### src/rtl/instruction_fetch_unit_pkg.sv
// Shared types for the instruction fetch unit: FSM states, opcode attributes,
// segment register indices, prefix byte values and the assembled instruction record.
`default_nettype none

package instruction_fetch_unit_pkg;

  typedef enum logic [2:0] {
    S_OPCODE = 3'd0,
    S_MODRM  = 3'd1,
    S_DISP   = 3'd2,
    S_IMM    = 3'd3,
    S_DONE   = 3'd4
  } ifu_state_e;

  typedef enum logic [1:0] {
    DS1 = 2'd0,
    PS  = 2'd1,
    SS  = 2'd2,
    DS0 = 2'd3
  } sreg_index_e;

  typedef struct packed {
    logic       is_prefix;
    logic       has_modrm;
    logic [2:0] imm_size;
    logic       group_f6;
  } opcode_attr_t;

  typedef struct packed {
    logic [15:0] pc;
    logic [3:0]  len;
    sreg_index_e sreg;
    logic        seg_ovr;
    logic [1:0]  rep;
    logic        lock;
    logic [7:0]  opcode;
    logic [7:0]  modrm;
    logic [15:0] disp;
    logic [31:0] imm;
  } ifu_rec_t;

  localparam logic [7:0] PFX_DS1   = 8'h26;
  localparam logic [7:0] PFX_PS    = 8'h2E;
  localparam logic [7:0] PFX_SS    = 8'h36;
  localparam logic [7:0] PFX_DS0   = 8'h3E;
  localparam logic [7:0] PFX_LOCK  = 8'hF0;
  localparam logic [7:0] PFX_REPNE = 8'hF2;
  localparam logic [7:0] PFX_REP   = 8'hF3;

  function automatic logic [1:0] disp_size(input logic [7:0] modrm);
    unique case (modrm[7:6])
      2'b00:   return (modrm[2:0] == 3'b110) ? 2'd2 : 2'd0;
      2'b01:   return 2'd1;
      2'b10:   return 2'd2;
      default: return 2'd0;
    endcase
  endfunction

  function automatic ifu_state_e after_operands(input logic [2:0] imm_size);
    return (imm_size != 3'd0) ? S_IMM : S_DONE;
  endfunction

endpackage

`default_nettype wire

### src/rtl/instruction_fetch_unit_if.sv
// Prefetch-queue, branch and instruction-record signals between the fetch unit
// (master) and the bus control / execution units (slave).
`default_nettype none

interface instruction_fetch_unit_if;
  import instruction_fetch_unit_pkg::*;

  logic             ce_1;
  logic             ce_2;
  logic [7:0][7:0]  ipq;
  logic [3:0]       ipq_len;
  logic [15:0]      ipq_head;
  logic             pfp_set;
  logic             set_pc;
  logic [15:0]      new_pc;
  logic             instr_valid;
  logic             instr_ready;
  logic [15:0]      instr_pc;
  logic [3:0]       instr_len;
  sreg_index_e      instr_sreg;
  logic             instr_seg_ovr;
  logic [1:0]       instr_rep;
  logic             instr_lock;
  logic [7:0]       instr_opcode;
  logic [7:0]       instr_modrm;
  logic [15:0]      instr_disp;
  logic [31:0]      instr_imm;
  logic             ifu_fault;

  modport master (
    input  ce_1, ce_2, ipq, ipq_len, set_pc, new_pc, instr_ready,
    output ipq_head, pfp_set, instr_valid, instr_pc, instr_len, instr_sreg,
           instr_seg_ovr, instr_rep, instr_lock, instr_opcode, instr_modrm,
           instr_disp, instr_imm, ifu_fault
  );

  modport slave (
    output ce_1, ce_2, ipq, ipq_len, set_pc, new_pc, instr_ready,
    input  ipq_head, pfp_set, instr_valid, instr_pc, instr_len, instr_sreg,
           instr_seg_ovr, instr_rep, instr_lock, instr_opcode, instr_modrm,
           instr_disp, instr_imm, ifu_fault
  );

endinterface

`default_nettype wire

### src/rtl/instruction_fetch_unit_opcode_attr_rom.sv
// Combinational opcode attribute table: prefix flag, ModR/M presence, immediate size
// and the F6/F7 group flag whose immediate depends on the ModR/M reg field.
`default_nettype none

module opcode_attr_rom
  import instruction_fetch_unit_pkg::*;
(
  input  logic [7:0]   opcode_i,
  output opcode_attr_t attr_o
);

  always_comb begin
    attr_o = '0;
    casez (opcode_i)
      8'h26, 8'h2E, 8'h36, 8'h3E,
      8'hF0, 8'hF2, 8'hF3:          attr_o.is_prefix = 1'b1;
      8'b00???0??, 8'h62, 8'hC4, 8'hC5,
      8'b100001??, 8'b10001???,
      8'b110100??, 8'b11011???,
      8'hFE, 8'hFF:                 attr_o.has_modrm = 1'b1;
      8'b00???100, 8'h6A, 8'b0111????, 8'hA8, 8'b10110???,
      8'hCD, 8'hD4, 8'hD5, 8'b11100???, 8'hEB:
                                    attr_o.imm_size = 3'd1;
      8'b00???101, 8'h68, 8'hA9, 8'b101000??, 8'b10111???,
      8'hC2, 8'hCA, 8'hE8, 8'hE9:   attr_o.imm_size = 3'd2;
      8'hC8:                        attr_o.imm_size = 3'd3;
      8'h9A, 8'hEA:                 attr_o.imm_size = 3'd4;
      8'h80, 8'h82, 8'h83, 8'h6B, 8'hC0, 8'hC1, 8'hC6: begin
        attr_o.has_modrm = 1'b1;
        attr_o.imm_size  = 3'd1;
      end
      8'h81, 8'h69, 8'hC7: begin
        attr_o.has_modrm = 1'b1;
        attr_o.imm_size  = 3'd2;
      end
      8'hF6, 8'hF7: begin
        attr_o.has_modrm = 1'b1;
        attr_o.group_f6  = 1'b1;
      end
      default: attr_o = '0;
    endcase
  end

endmodule

`default_nettype wire

### src/rtl/instruction_fetch_unit.sv
// Consumes prefetch-queue bytes one per ce_1, assembles a decoded instruction
// record and offers it to the execution unit; branches flush the queue.
`default_nettype none

module instruction_fetch_unit
  import instruction_fetch_unit_pkg::*;
#(
  parameter int MAX_PREFIX = 4
)(
  input  logic                      clk,
  input  logic                      reset,
  instruction_fetch_unit_if.master  bus
);

  localparam int CW = $clog2(MAX_PREFIX + 2);

  ifu_state_e    state_q, state_d;
  ifu_rec_t      rec_q, rec_d;
  logic [15:0]   head_q, head_d;
  logic          pfp_q, pfp_d;
  logic          fault_q, fault_d;
  logic [CW-1:0] cnt_q, cnt_d;
  logic [1:0]    dsz_q, dsz_d;
  logic [2:0]    isz_q, isz_d;
  logic [1:0]    idx_q, idx_d;
  logic          grp_q, grp_d;
  logic [7:0]    w_byte;
  logic [2:0]    w_imm_eff;
  opcode_attr_t  w_attr;

  assign w_byte = bus.ipq[head_q[2:0]];

  opcode_attr_rom u_attr_rom (
    .opcode_i (w_byte),
    .attr_o   (w_attr)
  );

  always_ff @(posedge clk) begin
    if (reset) begin
      state_q <= S_OPCODE;
      rec_q   <= '0;
      head_q  <= '0;
      pfp_q   <= 1'b0;
      fault_q <= 1'b0;
      cnt_q   <= '0;
      dsz_q   <= '0;
      isz_q   <= '0;
      idx_q   <= '0;
      grp_q   <= 1'b0;
    end else begin
      state_q <= state_d;
      rec_q   <= rec_d;
      head_q  <= head_d;
      pfp_q   <= pfp_d;
      fault_q <= fault_d;
      cnt_q   <= cnt_d;
      dsz_q   <= dsz_d;
      isz_q   <= isz_d;
      idx_q   <= idx_d;
      grp_q   <= grp_d;
    end
  end

  always_comb begin
    state_d   = state_q;
    rec_d     = rec_q;
    head_d    = head_q;
    pfp_d     = pfp_q;
    fault_d   = fault_q;
    cnt_d     = cnt_q;
    dsz_d     = dsz_q;
    isz_d     = isz_q;
    idx_d     = idx_q;
    grp_d     = grp_q;
    w_imm_eff = isz_q;
    if (bus.ce_1) begin
      pfp_d = 1'b0;
      // Branch wins over everything, including a handshake on the same ce_1.
      if (bus.set_pc) begin
        head_d  = bus.new_pc;
        pfp_d   = 1'b1;
        state_d = S_OPCODE;
        fault_d = 1'b0;
        rec_d   = '0;
        cnt_d   = '0;
        idx_d   = '0;
      end else if (state_q == S_DONE) begin
        if (bus.instr_ready) begin
          rec_d   = '0;
          cnt_d   = '0;
          state_d = S_OPCODE;
        end
      end else if (!pfp_q && !fault_q && bus.ipq_len != 4'd0) begin
        head_d    = head_q + 16'd1;
        rec_d.len = rec_q.len + 4'd1;
        if (rec_q.len == 4'd0) rec_d.pc = head_q;
        unique case (state_q)
          S_OPCODE: begin
            if (w_attr.is_prefix) begin
              cnt_d = cnt_q + CW'(1);
              if (cnt_d == CW'(MAX_PREFIX + 1)) fault_d = 1'b1;
              case (w_byte)
                PFX_DS1:   begin rec_d.sreg = DS1; rec_d.seg_ovr = 1'b1; end
                PFX_PS:    begin rec_d.sreg = PS;  rec_d.seg_ovr = 1'b1; end
                PFX_SS:    begin rec_d.sreg = SS;  rec_d.seg_ovr = 1'b1; end
                PFX_DS0:   begin rec_d.sreg = DS0; rec_d.seg_ovr = 1'b1; end
                PFX_LOCK:  rec_d.lock = 1'b1;
                PFX_REPNE: rec_d.rep  = 2'd2;
                PFX_REP:   rec_d.rep  = 2'd3;
                default:   rec_d.lock = rec_q.lock;
              endcase
            end else begin
              rec_d.opcode = w_byte;
              grp_d        = w_attr.group_f6;
              isz_d        = w_attr.imm_size;
              idx_d        = '0;
              state_d      = w_attr.has_modrm ? S_MODRM : after_operands(w_attr.imm_size);
            end
          end
          S_MODRM: begin
            rec_d.modrm = w_byte;
            dsz_d       = disp_size(w_byte);
            // F6/F7 carry an immediate only for the TEST form (reg field 000).
            if (grp_q) w_imm_eff = (w_byte[5:3] == 3'b000) ? (rec_q.opcode[0] ? 3'd2 : 3'd1) : 3'd0;
            isz_d   = w_imm_eff;
            state_d = (dsz_d != 2'd0) ? S_DISP : after_operands(w_imm_eff);
          end
          S_DISP: begin
            if (idx_q == 2'd0) rec_d.disp = {{8{w_byte[7]}}, w_byte};
            else               rec_d.disp[15:8] = w_byte;
            idx_d = idx_q + 2'd1;
            if (idx_q + 2'd1 == dsz_q) begin
              idx_d   = '0;
              state_d = after_operands(isz_q);
            end
          end
          S_IMM: begin
            rec_d.imm[{idx_q, 3'b000} +: 8] = w_byte;
            idx_d = idx_q + 2'd1;
            if ({1'b0, idx_q} + 3'd1 == isz_q) begin
              idx_d   = '0;
              state_d = S_DONE;
            end
          end
          default: state_d = S_OPCODE;
        endcase
      end
    end
  end

  assign bus.ipq_head      = head_q;
  assign bus.pfp_set       = pfp_q;
  assign bus.ifu_fault     = fault_q;
  assign bus.instr_valid   = (state_q == S_DONE);
  assign bus.instr_pc      = rec_q.pc;
  assign bus.instr_len     = rec_q.len;
  assign bus.instr_sreg    = rec_q.sreg;
  assign bus.instr_seg_ovr = rec_q.seg_ovr;
  assign bus.instr_rep     = rec_q.rep;
  assign bus.instr_lock    = rec_q.lock;
  assign bus.instr_opcode  = rec_q.opcode;
  assign bus.instr_modrm   = rec_q.modrm;
  assign bus.instr_disp    = rec_q.disp;
  assign bus.instr_imm     = rec_q.imm;

endmodule

`default_nettype wire

### src/flat_wrapper.sv
// flat-port wrapper written by rule: the top's interface ports become plain ports
module instruction_fetch_unit_flat import instruction_fetch_unit_pkg::*;
#(
  parameter int MAX_PREFIX = 4
)
  (clk, reset, bus_ce_1, bus_ce_2, bus_ipq, bus_ipq_len, bus_set_pc, bus_new_pc, bus_instr_ready, bus_ipq_head, bus_pfp_set, bus_instr_valid, bus_instr_pc, bus_instr_len, bus_instr_sreg, bus_instr_seg_ovr, bus_instr_rep, bus_instr_lock, bus_instr_opcode, bus_instr_modrm, bus_instr_disp, bus_instr_imm, bus_ifu_fault);
  instruction_fetch_unit_if bus_i ();
  input  logic clk;
  input  logic reset;
  input wire logic [$bits(bus_i.ce_1)-1:0] bus_ce_1;
  input wire logic [$bits(bus_i.ce_2)-1:0] bus_ce_2;
  input wire logic [$bits(bus_i.ipq)-1:0] bus_ipq;
  input wire logic [$bits(bus_i.ipq_len)-1:0] bus_ipq_len;
  input wire logic [$bits(bus_i.set_pc)-1:0] bus_set_pc;
  input wire logic [$bits(bus_i.new_pc)-1:0] bus_new_pc;
  input wire logic [$bits(bus_i.instr_ready)-1:0] bus_instr_ready;
  output wire logic [$bits(bus_i.ipq_head)-1:0] bus_ipq_head;
  output wire logic [$bits(bus_i.pfp_set)-1:0] bus_pfp_set;
  output wire logic [$bits(bus_i.instr_valid)-1:0] bus_instr_valid;
  output wire logic [$bits(bus_i.instr_pc)-1:0] bus_instr_pc;
  output wire logic [$bits(bus_i.instr_len)-1:0] bus_instr_len;
  output wire logic [$bits(bus_i.instr_sreg)-1:0] bus_instr_sreg;
  output wire logic [$bits(bus_i.instr_seg_ovr)-1:0] bus_instr_seg_ovr;
  output wire logic [$bits(bus_i.instr_rep)-1:0] bus_instr_rep;
  output wire logic [$bits(bus_i.instr_lock)-1:0] bus_instr_lock;
  output wire logic [$bits(bus_i.instr_opcode)-1:0] bus_instr_opcode;
  output wire logic [$bits(bus_i.instr_modrm)-1:0] bus_instr_modrm;
  output wire logic [$bits(bus_i.instr_disp)-1:0] bus_instr_disp;
  output wire logic [$bits(bus_i.instr_imm)-1:0] bus_instr_imm;
  output wire logic [$bits(bus_i.ifu_fault)-1:0] bus_ifu_fault;
  assign bus_i.ce_1 = bus_ce_1;
  assign bus_i.ce_2 = bus_ce_2;
  assign bus_i.ipq = bus_ipq;
  assign bus_i.ipq_len = bus_ipq_len;
  assign bus_i.set_pc = bus_set_pc;
  assign bus_i.new_pc = bus_new_pc;
  assign bus_i.instr_ready = bus_instr_ready;
  assign bus_ipq_head = bus_i.ipq_head;
  assign bus_pfp_set = bus_i.pfp_set;
  assign bus_instr_valid = bus_i.instr_valid;
  assign bus_instr_pc = bus_i.instr_pc;
  assign bus_instr_len = bus_i.instr_len;
  assign bus_instr_sreg = bus_i.instr_sreg;
  assign bus_instr_seg_ovr = bus_i.instr_seg_ovr;
  assign bus_instr_rep = bus_i.instr_rep;
  assign bus_instr_lock = bus_i.instr_lock;
  assign bus_instr_opcode = bus_i.instr_opcode;
  assign bus_instr_modrm = bus_i.instr_modrm;
  assign bus_instr_disp = bus_i.instr_disp;
  assign bus_instr_imm = bus_i.instr_imm;
  assign bus_ifu_fault = bus_i.ifu_fault;
  instruction_fetch_unit #(.MAX_PREFIX(MAX_PREFIX)) u_core (.clk(clk), .reset(reset), .bus(bus_i));
endmodule
### config.mk
export PLATFORM = sky130hd
export DESIGN_NAME = instruction_fetch_unit_flat
export DESIGN_NICKNAME = d
export VERILOG_FILES = /design/src/rtl/instruction_fetch_unit_pkg.sv /design/src/rtl/instruction_fetch_unit_if.sv /design/src/rtl/instruction_fetch_unit_opcode_attr_rom.sv /design/src/rtl/instruction_fetch_unit.sv /design/src/flat_wrapper.sv
export SDC_FILE = /design/constraint.sdc
export NUM_CORES = 1
export LEC_CHECK = 0
export CORE_MARGIN = 3
export CORE_UTILIZATION = 43
export DETAILED_ROUTE_END_ITERATION = 8
export PLACE_DENSITY = 0.75
export SETUP_SLACK_MARGIN = 0.5
export SLEW_MARGIN = 0
export SYNTH_ARGS = -nofsm -noshare
export SYNTH_HDL_FRONTEND = slang
export SYNTH_SLANG_ARGS = --single-unit
### constraint.sdc
create_clock -name clk -period 4.5 [get_ports clk]
set_clock_uncertainty 0.1 [all_clocks]
set_input_delay 1.35 -clock clk [delete_from_list [all_inputs] [get_ports clk]]
set_output_delay 1.35 -clock clk [all_outputs]
set_load 0.02 [all_outputs]
# [Yosys cells after proc, flatten, opt, wreduce, memory -nomap -nowiden]
# Index checks and enable logic that the tools add are counted.
[classes] eq_ne=68 order_cmp=1 n_mux=75 n_reduce_logical=56 addsub=6 bitwise=3 shifts=2
[ops] operator="$mux W90" n=4
[ops] operator="$eq A8 B8 Y1 const B" n=30
[ops] operator="$mux W16" n=5
[ops] operator="$mux W3" n=25
[ops] operator="$reduce_and A6 Y1" n=7
[ops] operator="$eq A8 B7 Y1 const B" n=5
[ops] operator="$pmux W3 S4" n=3
[ops] operator="$reduce_bool A3 Y1" n=12
[ops] operator="$bwmux W32" n=1
[ops] operator="$eq A8 B6 Y1 const B" n=4
[ops] operator="$mux W32" n=1
[ops] operator="$mux W8" n=4
[ops] operator="$shift A8 B7 Y32 const A" n=1
[ops] operator="$shiftx A8 B7 Y32" n=1
[ops] operator="$mux W2" n=13
[ops] operator="$eq A5 B5 Y1 const B" n=5
[ops] operator="$reduce_and A5 Y1" n=5
[ops] operator="$bmux W8 S3" n=1
[ops] operator="$reduce_or A22 Y1" n=1
[ops] operator="$eq A6 B6 Y1 const B" n=3
[ops] operator="$reduce_or A17 Y1" n=1
[ops] operator="$add A16 B1 Y16 const B" n=1
[ops] operator="$reduce_and A4 Y1" n=4
[ops] operator="$mux W14" n=1
[ops] operator="other kinds (38)" n=73
[word_totals] output_inout_bits=109 register_bits=122

# [Longest topological paths before layout]
# Gate-level depths: netlist of run 1.
[depth] ltp_word=17 mapped_depth=10 ltp_nobuf=10

# [Hierarchy]
# From an unflattened synthesis of run 1, not the netlist that was laid out.
[hier_totals] hier_cells=832 area_unflattened_um2=6855.3
[by_module_without_submodules] module="instruction_fetch_unit" seq_area_each_um2=2442.3 area_each_um2=6367.4 n_inst=1 cells_each=746
[by_module_without_submodules] module="opcode_attr_rom" seq_area_each_um2=0.0 area_each_um2=488.0 n_inst=1 cells_each=86

# [Worst setup path before layout of run 1]
# Ideal clock, no wire load.
[synth_path] kind="in2reg" startpoint="in bus_ipq[47]" endpoint="reg u_core.state_q[1]" required_ps=4284 t_arrival_ps=3740 path_slack_ps=544 path_stages=9 path_cell_list="mux4_2 mux2_4 buf_6 nand4_1 o221ai_1 and3_1 or4_4 or3b_1 a31o_2"
[synth_between] elab_chain_cells=15
[synth_lines] item="start, declared" line="flat_wrapper.sv:12" source="input wire logic [$bits(bus_i.ipq)-1:0] bus_ipq;"
[synth_lines] item="$bmux W8 S3 (*)" line="instruction_fetch_unit.sv:31" source="assign w_byte = bus.ipq[head_q[2:0]];"
[synth_lines] item="$mux W8 (implied by the code) (*)" line="instruction_fetch_unit.sv:31"
[synth_lines] item="branches (longest 13 deep; another with $reduce_or A17 Y1)"
[synth_lines] item="end signal, assigned" line="instruction_fetch_unit.sv:51" source="state_q <= state_d;"
[synth_lines] item="end, declared" line="instruction_fetch_unit.sv:17" source="ifu_state_e state_q, state_d;"
# Mark *: on every way between the ends. The select of a mux whose other input is x is not followed.
# A chain may end at the register's enable or synchronous reset.

# [Final worst setup path of run 1]
# Ends and elaborated chain as after synthesis.

==> results.cfg, run 1 <==
[cells_and_area]
syn2layout_area_growth_pct = 49.3
utilization = 0.660
stdcell_area_um2 = 9630
post_route_cells_drive_above_1_share = 0.133
antennaDiodeCount = 0
nNetsFinal = 1088

[sta]
maxClockFrequency_mhz = 253
drv_slew = 0
relSlewSlack = 0.413
timing_hold_violations_final = 0
final_period_minus_worst_setup_slack_ns = 3.96
timing.final.crit_share = 0.880
rsz_0062_raised_after_global_routing = false
finalSetupViolations = 0
tightestPinTransition_ns = 0.877

[global_routing]
grt.busiest_layer = met2
first_pass_grt_wire_length_um = 35100
antenna_violations_before_repair = 1
grt_max_degree = 72
number_of_global_route_vias_before_repair = 6665
grt_util_met2 = 0.417
grt_util_all_layers = 0.266
overflow = 0
use_met1 = 0.357
grtUsageMet3 = 0.0809

[setup_path]
critical_path_peak_fanout = 4
critical-path-slowest-cell = sky130_fd_sc_hd__mux4_2
worstPathArrival_ns = 4.16
timing.critical_path.cells = clkdlybuf4s50_1, mux4_2, mux2_4, nand4_1, o221ai_2, and3_4, or4_4, or3b_4, a31o_2
crit_path_max_incr_delay_ns = 0.52
worst_setup_path_start_kind = input pin
worstSetupEndpointType = flip-flop
worst_ep_required_time_ns = 4.70
crit_type = input pin to flip-flop

[synthesis]
synth.cells.most_frequent = 122 x sky130_fd_sc_hd__dfxtp_1, 122 x sky130_fd_sc_hd__nor2_1, 67 x sky130_fd_sc_hd__a21oi_1, 54 x sky130_fd_sc_hd__nand2_1, 50 x sky130_fd_sc_hd__a22oi_1
synth_top_flop_cell = sky130_fd_sc_hd__dfxtp_1
number_of_nets_produced_by_synthesis = 873
number_of_warnings_issued_by_yosys = 0
synth-seq-cells = 122
seq_area_frac_synth = 0.378
ys_async_sr_fraction = 0
synth.top_cells.by_area = sky130_fd_sc_hd__dfxtp_1 38%, sky130_fd_sc_hd__nor2_1 7.1%, sky130_fd_sc_hd__a22oi_1 5.8%, sky130_fd_sc_hd__a21oi_1 5.2%, sky130_fd_sc_hd__nand3_1 3.3%
number_of_distinct_standard_cells_referenced_by_the_synthesized_netlist = 71
yosys.area.top_type_share = 0.378
synth.largest_area_cell = sky130_fd_sc_hd__dfxtp_1
synthCells = 774
synthesis.area_um2 = 6450
syn_area_per_cell_um2 = 8.34
synth_enable_flop_cells = 0

[clocking]
clk_pin_slew_ns = 0.06
cts_root_buf = sky130_fd_sc_hd__clkbuf_16
cts_tree = done
post_cts_hold_buffer_count = 0
cts-buffers-inserted = 17
cts_sinks = 122
clock_insertion_delay_worst_skew_ns = 0.41
cts_htree_levels = 4
cts_max_path_buffers = 2

[die]
coreArea_um2 = 14600
floorplan.initialDensity = 0.442
die_height_um = 129
fp-row-count = 44
fp.dieArea_um2 = 16500
ios = 199
die_width_um = 129

[placed_design]
finalWeightedCongestion = 0.965
placement_cell_area_um2 = 8840
dpl.hpwl_um = 16100
port_buffers = 197

[pwr]
power.share.switching = 0.283
power_switching_w = 0.00105
combPwrFrac = 0.245
cellPowerDensity_nw_per_um2 = 386
seq_power_share = 0.317
clkPwrFrac = 0.439
p_leak_nw = 3.46
vdd_drop_max_uv = 312
power.internal_w = 0.00267

[routing]
first_pass_iters = 5
drt_iter0_drc = 587
post_drt_via_cell_ratio = 5.89
via_count = 6979
wire_per_inst_um = 18.8
ant_nets = 0
detail_route.drc_violations = 0
wirelength_um = 22200

[status]
run_status = completed

[worst_hold_path]
min_path_type = flip-flop to flip-flop

[job]
drv_cap = 0
[layout make-up]
| class | count | area [µm²] |
|---|---|---|
| well taps | 184 | 230 |
| clock buffers | 20 | 467 |
| fillers | 1196 | 4950 |
| clock inverters | 11 | 239 |
| multi-input cells | 584 | 3810 |
| repair buffers | 250 | 2400 |
| inverters | 14 | 52.6 |
| flip-flops and latches | 122 | 2440 |
[power groups by stage]
stage	logic, W	clock network (W)	registers [W]
2_1_floorplan	0.000461	0	0.00122
3_3_place_gp	0.000860	0	0.00120
3_5_place_dp	0.000859	0	0.00120
4_1_cts	0.000880	0.00164	0.00118
5_1_grt	0.000975	0.00169	0.00118
6_report	0.000910	0.00163	0.00118
[path summary, 6_finish.rpt]
check / startpoint / endpoint / depth (start not counted) / slack [ns]
worst max-delay path: bus_ipq[47] / u_core.state_q[1]$_SDFFE_PP0P_ / 9 / 0.54
worst min register to register: u_core.bus.instr_imm[0]$_SDFFE_PP0P_ / u_core.bus.instr_imm[0]$_SDFFE_PP0P_ / 2 / 0.35
worst min-delay path: u_core.bus.instr_imm[0]$_SDFFE_PP0P_ / u_core.bus.instr_imm[0]$_SDFFE_PP0P_ / 2 / 0.35
worst max register to register: u_core.bus.ipq_head[2]$_SDFFE_PP0P_ / u_core.state_q[1]$_SDFFE_PP0P_ / 9 / 0.99
[flip-flops by register name (all words and copies together), names as in the netlist, 2 cells and up]
name and cells:
u_core.idx_q 2, u_core.bus.instr_len 4, u_core.bus.instr_opcode 8, u_core.bus.instr_pc 16, u_core.bus.ipq_head 16, u_core.bus.instr_sreg 2, u_core.bus.instr_rep 2, u_core.dsz_q 2
u_core.state_q 3, u_core.isz_q 3, u_core.bus.instr_imm 32, u_core.bus.instr_disp 16, u_core.bus.instr_modrm 8, u_core.cnt_q 3
[critical path, delay by kind of cell]
kind | cells | cell delay [ns]
AOI/OAI and AO/OA | 2 | 0.35
and+or+nand+nor | 4 | 1.19
muxes | 2 | 0.87
buffers and inverters | 1 | 0.40
[placed cells by master, fill, tap and decap left out, types with 7 or more instances in the layout]
| cell | Yosys | final |
|---|---|---|
| sky130_fd_sc_hd__a22oi_1 | 50 | 50 |
| sky130_fd_sc_hd__nor2_1 | 122 | 121 |
| sky130_fd_sc_hd__nand3_1 | 42 | 42 |
| sky130_fd_sc_hd__inv_1 | 14 | 14 |
| sky130_fd_sc_hd__or3_1 | 11 | 11 |
| sky130_fd_sc_hd__nor3_1 | 22 | 22 |
| sky130_fd_sc_hd__clkdlybuf4s50_1 | 0 | 196 |
| sky130_fd_sc_hd__o22ai_1 | 9 | 9 |
| sky130_fd_sc_hd__nand4_1 | 9 | 9 |
| sky130_fd_sc_hd__ha_1 | 9 | 9 |
| sky130_fd_sc_hd__a211oi_1 | 9 | 9 |
| sky130_fd_sc_hd__clkbuf_16 | 0 | 17 |
| sky130_fd_sc_hd__o21ai_0 | 32 | 32 |
| sky130_fd_sc_hd__dfxtp_1 | 122 | 122 |
| sky130_fd_sc_hd__buf_4 | 1 | 51 |
| sky130_fd_sc_hd__a21oi_1 | 67 | 66 |
| sky130_fd_sc_hd__mux4_2 | 9 | 12 |
| sky130_fd_sc_hd__mux2i_1 | 18 | 16 |
| sky130_fd_sc_hd__bufinv_16 | 0 | 7 |
| sky130_fd_sc_hd__nand2_1 | 54 | 54 |
[per-stage QoR]
step | setup TNS [ns] | power, W | hold WS (ns) | setup slack (ns) | std cells
2_1_floorplan | 0 | 0.00168 | 0.349 | 0.544 | 774
3_3_place_gp | -0.0187 | 0.00206 | 0.339 | -0.0111 | 1153
3_5_place_dp | -0.0993 | 0.00206 | 0.343 | -0.0287 | 1153
4_1_cts | 0 | 0.00369 | 0.350 | 0.502 | 1184
5_1_grt | 0 | 0.00385 | 0.368 | 0.497 | 1185
6_report | 0 | 0.00372 | 0.346 | 0.541 | 1185
[per-layer routing]
layer,part of all wire,vias to the layer above,wire [µm]
li1,-,3300,-
met4,0.017,2,381
met5,0.00058,-,13
met2,0.47,283,10500
met1,0.42,3361,9450
met3,0.087,33,1930
[logic make-up after synthesis]
logic type               after synthesis  synth area share
buffers and inverters                 68            0.0440
XOR/XNOR                               9            0.0122
flip-flops                           122             0.378
adder cells (fa/ha/maj)                9            0.0174
AND/OR/NAND/NOR                      308             0.224
AO/OA/AOI/OAI                        212             0.213
multiplexers                          46             0.111
[repair_timing]
action | 4_1_cts | 5_1_grt
gates resized for setup | 8 | 11
setup endpoints to repair | 4 | 21
buffers inserted | 0 | 1
cloned | 0 | 0
pin swaps | 0 | 6
hold endpoints to repair | 0 | 0
No activity file was read; power rests on OpenSTA's default activity.
==> inputs of run 2 (changes only) <==
--- a/config.mk
+++ b/config.mk
@@ -6,9 +6,8 @@
 export NUM_CORES = 1
 export LEC_CHECK = 0
 export CORE_MARGIN = 3
-export CORE_UTILIZATION = 43
+export CORE_UTILIZATION = 35
 export DETAILED_ROUTE_END_ITERATION = 8
-export PLACE_DENSITY = 0.75
 export SETUP_SLACK_MARGIN = 0.5
 export SLEW_MARGIN = 0
 export SYNTH_ARGS = -nofsm -noshare
==> run 2 against run 1 <==
Worst hold slack better by 0.0041 ns. Worst setup slack worse by 0.019 ns. Combinational power up 3.1%. Fmax down 0.47%. Highest routed layer is now met4.
==> results.cfg, run 2 (synthesis results as in run 1) <==
[sta]
maxClockFrequency_mhz = 251
worst_hold_margin_ns = 0.350
finalSetupViolations = 0
final_critical_path_setup_slack_ns = 0.522
drv_slew = 0
relSlewSlack = 0.283
tightestPinTransition_ns = 1.07
timing_hold_violations_final = 0
rsz_0062_raised_after_global_routing = false
final_period_minus_worst_setup_slack_ns = 3.98
timing.final.crit_share = 0.884

[setup_path]
critical-path-slowest-cell = sky130_fd_sc_hd__mux4_2
worstPathArrival_ns = 4.19
crit_path_max_incr_delay_ns = 0.53
critical-path-top-delay-family = simple AND/OR/NAND/NOR gates
worst_ep_required_time_ns = 4.71
critical_path_peak_fanout = 5
critical_path_buf_inv_count = 1
crit_start = bus_ipq[63]
crit_type = input pin to flip-flop
timing.critical_path.cells = clkdlybuf4s50_1, mux4_2, mux2_4, nand4_1, o221ai_1, and3_1, or4_4, or3b_4, a31o_2
worstSetupEndpointType = flip-flop
worst_setup_path_start_kind = input pin
r2r-start = u_core.bus.ipq_head[2]$_SDFFE_PP0P_

[die]
fp.dieArea_um2 = 20100
floorplan.initialDensity = 0.358
coreArea_um2 = 18000
fp-row-count = 49
ios = 199
die_width_um = 142
die_height_um = 142

[clocking]
cts_sinks = 122
cts_tree = done
clk_pin_slew_ns = 0.05
post_cts_hold_buffer_count = 0
clock_insertion_delay_worst_skew_ns = 0.42
cts_max_path_buffers = 2
cts_htree_levels = 4
cts-buffers-inserted = 17
cts_root_buf = sky130_fd_sc_hd__clkbuf_16

[global_routing]
first_pass_grt_wire_length_um = 36900
grt_util_all_layers = 0.232
number_of_global_route_vias_before_repair = 6718
grt_max_degree = 64
antenna_violations_before_repair = 0
overflow = 0

[pwr]
combPwrFrac = 0.272
cellPowerDensity_nw_per_um2 = 358
power_switching_w = 0.00105
report.power.total_w = 0.00345
vdd_drop_max_uv = 273
seq_power_share = 0.341
p_leak_nw = 3.48
power.internal_w = 0.00239
power.share.switching = 0.306
clkPwrFrac = 0.387

[job]
drv_cap = 0

[cells_and_area]
utilization = 0.535
max_reg_flops = 32
antennaDiodeCount = 0
nNetsFinal = 1102
register_area_um2 = 2440
fill_cells = 1726
area_used_by_multi_input_combinational_logic_um2 = 3800
layout_commonest_cell = sky130_fd_sc_hd__clkdlybuf4s50_1
post_route_cells_drive_above_1_share = 0.142
layout.cells.most_common_list = 195 x sky130_fd_sc_hd__clkdlybuf4s50_1, 122 x sky130_fd_sc_hd__nor2_1, 122 x sky130_fd_sc_hd__dfxtp_1, 66 x sky130_fd_sc_hd__buf_4, 65 x sky130_fd_sc_hd__a21oi_1
syn2layout_area_growth_pct = 49.3
stdcell_area_um2 = 9640

[placed_design]
port_buffers = 197
placement_cell_area_um2 = 8930
dpl.hpwl_um = 17200
dpl_worst_slack_ns = -0.00901
finalWeightedCongestion = 0.979

[routing]
wire_per_inst_um = 19.0
ant_nets = 0
detail_route.drc_violations = 0
wirelength_um = 23700
drt_iter0_drc = 604
post_drt_via_cell_ratio = 5.53
first_pass_iters = 5
via_count = 6879

[worst_hold_path]
min_from = u_core.bus.instr_imm[4]$_SDFFE_PP0P_
min_path_type = flip-flop to flip-flop

[status]
run_status = completed
[run 2: changes by cell type in the layout (fill, tap and decap cells not counted), sizes merged]
cell | before | now
clkinv | 1 | 6
buf | 54 | 68
dlymetal6s2s | 0 | 1
inv | 15 | 14
clkdlybuf4s50 | 196 | 195
clkinvlp | 2 | 0
clkbuf | 20 | 23
bufinv | 7 | 2
[run 2: worst paths after layout]
kind | end | slack [ns] | depth (start not counted)
setup / recovery | u_core.state_q[1]$_SDFFE_PP0P_ | 0.52 | 9
hold / removal | u_core.bus.instr_imm[4]$_SDFFE_PP0P_ | 0.35 | 2
setup reg to reg | u_core.state_q[1]$_SDFFE_PP0P_ | 1.03 | 8
hold reg to reg | u_core.bus.instr_imm[4]$_SDFFE_PP0P_ | 0.35 | 2
[run 2: layout make-up]
type | count | share of cell area
Timing Repair Buffer | 264 | 0.258
Clock inverter | 8 | 0.00974
Inverter | 14 | 0.00545
Sequential cell | 122 | 0.253
Tap cell | 229 | 0.0297
Clock buffer | 23 | 0.0496
Multi-Input combinational cell | 584 | 0.394
[run 2: repair_timing]
item,CTS,global route
setup buffers,4,4
endpoints found under the setup margin,2,13
pin swaps,1,8
gates resized for setup,4,21
endpoints found under the hold margin,0,0
[run 2: worst min-delay path, cell delays in order, from the launching register on]
cell,delay (ns)
sky130_fd_sc_hd__dfxtp_1,0.31
sky130_fd_sc_hd__nand2_1,0.05
sky130_fd_sc_hd__a21oi_1,0.05
[run 2: metrics by stage]
| step | TNS [ns] | std cells |
|---|---|---|
| after detailed placement | -0.00901 | 1205 |
| after global routing | 0 | 1244 |
| final | 0 | 1244 |
| after global placement | -0.00847 | 1205 |
| after floorplan | 0 | 774 |
| after CTS | 0 | 1240 |
[run 2: metal layers]
layer / track usage / vias up / share of wire
met2: 0.365 / 252 / 0.47
met4: 0.0742 / 0 / 0.023
met5: 0 / - / 0
met1: 0.316 / 3271 / 0.45
li1: - / 3312 / -
met3: 0.0529 / 44 / 0.060
[run 2: power by group through the flow]
stage	sequential [W]	combinational, W	clock (W)
6_report	0.00118	0.000938	0.00133
5_1_grt	0.00118	0.00100	0.00141
4_1_cts	0.00118	0.000886	0.00136
3_5_place_dp	0.00120	0.000868	0
3_3_place_gp	0.00120	0.000867	0
2_1_floorplan	0.00122	0.000461	0
==> inputs of run 3 (changes only) <==
--- a/config.mk
+++ b/config.mk
@@ -6,8 +6,10 @@
 export NUM_CORES = 1
 export LEC_CHECK = 0
 export CORE_MARGIN = 3
-export CORE_UTILIZATION = 35
+export CORE_UTILIZATION = 45
+export CTS_CLUSTER_SIZE = 24
 export DETAILED_ROUTE_END_ITERATION = 8
+export PLACE_DENSITY = 0.77
 export SETUP_SLACK_MARGIN = 0.5
 export SLEW_MARGIN = 0
 export SYNTH_ARGS = -nofsm -noshare
==> run 3 against run 2 <==
Sequential cell count stayed put. Sequential share of layout area is 0.25 points lower. Highest routed layer unchanged. Count of clock-buffer cells in the layout is 3 lower. Power is 2.8% higher. Cell count is 3.9% lower. Cell area is 0.99% higher. Worst hold slack worse by 0.0025 ns. Non-clock buffer count is 1 higher. Worst setup slack worse by 0.00053 ns. Wire length is 1.0% lower. Utilization is 16 points higher.
==> results.cfg, run 3 (synthesis results as in run 1) <==
[job]
drv_cap = 0

[routing]
wirelength_um = 23400
drt_iter0_drc = 684
first_pass_iters = 5
post_drt_via_cell_ratio = 5.96
wire_per_inst_um = 19.6
ant_nets = 0
detail_route.drc_violations = 0
via_count = 7134

[setup_path]
worst_setup_path_start_kind = input pin
worst_ep_required_time_ns = 4.72
worstSetupEndpointType = flip-flop
reg2reg_setup_slack_ns = 0.76
worstPathArrival_ns = 4.20
critical_path_peak_fanout = 4
crit_type = input pin to flip-flop
rr_worst_depth = 9
r2r-start = u_core.bus.ipq_head[0]$_SDFFE_PP0P_
capture_instance_of_the_worst_register_to_register_path = u_core.state_q[2]$_SDFFE_PP0P_

[placed_design]
dpl.hpwl_um = 16300
port_buffers = 197
finalWeightedCongestion = 0.941

[die]
floorplan.initialDensity = 0.463
fp.dieArea_um2 = 15800
die_width_um = 126
ios = 199
fp-row-count = 43
coreArea_um2 = 13900
die_height_um = 126

[sta]
maxClockFrequency_mhz = 251
drv_slew = 0
rsz_0062_raised_after_global_routing = true
tightestPinTransition_ns = 1.23
relSlewSlack = 0.182
final_period_minus_worst_setup_slack_ns = 3.98
timing.final.crit_share = 0.884
finalSetupViolations = 0
timing.setup.tns_ns = 0
timing_hold_violations_final = 0

[clocking]
post_cts_hold_buffer_count = 0
cts_max_path_buffers = 2
cts_sinks = 122
cts_htree_levels = 4
cts-buffers-inserted = 17
cts_root_buf = sky130_fd_sc_hd__clkbuf_16
clk_pin_slew_ns = 0.05
cts_tree = done
clock_insertion_delay_worst_skew_ns = 0.42

[global_routing]
number_of_global_route_vias_before_repair = 6995
antenna_violations_before_repair = 0
overflow = 0
grt_util_all_layers = 0.282
grt_max_degree = 63
first_pass_grt_wire_length_um = 36100

[pwr]
report.power.total_w = 0.00355
p_leak_nw = 3.73
vdd_drop_max_uv = 272
cellPowerDensity_nw_per_um2 = 364

[cells_and_area]
nNetsFinal = 1103
layout.cells.most_common_list = 169 x sky130_fd_sc_hd__clkdlybuf4s50_1, 122 x sky130_fd_sc_hd__nor2_1, 122 x sky130_fd_sc_hd__dfxtp_1, 65 x sky130_fd_sc_hd__a21oi_1, 65 x sky130_fd_sc_hd__buf_4
max_reg_flops = 32
layout_commonest_cell = sky130_fd_sc_hd__clkdlybuf4s50_1
syn2layout_area_growth_pct = 50.7
fill_cells = 1078
post_route_cells_drive_above_1_share = 0.152
antennaDiodeCount = 0

[worst_hold_path]
min_from = u_core.bus.instr_imm[7]$_SDFFE_PP0P_
min_path_type = flip-flop to flip-flop
hold_end = u_core.bus.instr_imm[7]$_SDFFE_PP0P_
hold-path-cell-count = 2

[status]
run_status = completed
==> run 3: cell count changes in the layout (fill, tap and decap cells not counted), moves of 2 or more <==
cell	delta
sky130_fd_sc_hd__clkbuf_1	-2
sky130_fd_sc_hd__dlymetal6s2s_1	+26
sky130_fd_sc_hd__mux4_1	-3
sky130_fd_sc_hd__mux2i_2	-2
sky130_fd_sc_hd__clkinvlp_4	+2
sky130_fd_sc_hd__clkinv_2	-2
sky130_fd_sc_hd__clkinv_4	+2
sky130_fd_sc_hd__clkdlybuf4s50_1	-26
sky130_fd_sc_hd__mux2_2	-2
sky130_fd_sc_hd__mux2i_4	+2
sky130_fd_sc_hd__mux2_4	+2
sky130_fd_sc_hd__mux4_2	+3
==> run 3: per-layer routing <==
metal / vias to the layer above / routed length [µm] / GRT usage
li1: 3327 / - / -
met1: 3344 / 9480 / 0.370
met5: - / 0 / 0
met3: 54 / 2310 / 0.0878
met4: 0 / 573 / 0.0959
met2: 409 / 11100 / 0.444
==> run 3: final cells by class <==
type	instances	area, µm²	area share
inverters	14	52.6	0.00540
clock inverters	11	146	0.0150
multi-input cells	584	3840	0.394
well taps	180	225	0.0231
clock buffers	20	457	0.0469
flip-flops and latches	122	2440	0.251
repair buffers	265	2570	0.264
==> run 3: timing repair <==
action                                  4_1_cts  5_1_grt
hold endpoints to repair                      0        0
gates resized for setup                       4       59
pin swaps                                     3       11
buffers inserted                              3       13
endpoints found under the setup margin        2       12
==> run 3: per-stage QoR <==
stage	std cells	utilization	cell area (µm²)	setup WS (ns)	hold WS, ns
floorplan	774	-	6450	0.544	0.349
global placement	1149	0.633	8820	-0.0139	0.337
detailed placement	1149	0.633	8820	-0.0563	0.345
CTS	1183	0.680	9470	0.501	0.351
global route	1196	0.698	9730	0.436	0.375
finish	1196	0.698	9730	0.522	0.348
==> run 3: worst max path at each step <==
stage,start,end,slack [ns],depth (start not counted)
after floorplan,bus_ipq[47],u_core.state_q[1]$_SDFFE_PP0P_,0.54,9
after global placement,bus_ipq[23],u_core.state_q[2]$_SDFFE_PP0P_,-0.01,9
after detailed placement,bus_ipq[23],u_core.state_q[2]$_SDFFE_PP0P_,-0.06,9
after CTS,bus_ipq[48],u_core.state_q[1]$_SDFFE_PP0P_,0.50,9
after global routing,u_core.bus.ipq_head[1]$_SDFFE_PP0P_,bus_ipq_head[1],0.44,2
final,bus_ipq[49],u_core.state_q[2]$_SDFFE_PP0P_,0.52,9
==> run 3: worst max-delay path, stage by stage <==
cell and delay (ns):
sky130_fd_sc_hd__clkdlybuf4s50_1 0.41, sky130_fd_sc_hd__mux4_2 0.49, sky130_fd_sc_hd__mux2i_2 0.22, sky130_fd_sc_hd__buf_4 0.18
sky130_fd_sc_hd__o21ai_0 0.08, sky130_fd_sc_hd__and3_1 0.21, sky130_fd_sc_hd__or4_4 0.50, sky130_fd_sc_hd__or3b_4 0.41
sky130_fd_sc_hd__o41ai_2 0.36
==> run 3: power by group <==
part | internal (W) | switching, W
Combinational | 0.000432 | 0.000526
Clock | 0.000895 | 0.000508
Sequential | 0.00112 | 0.0000631
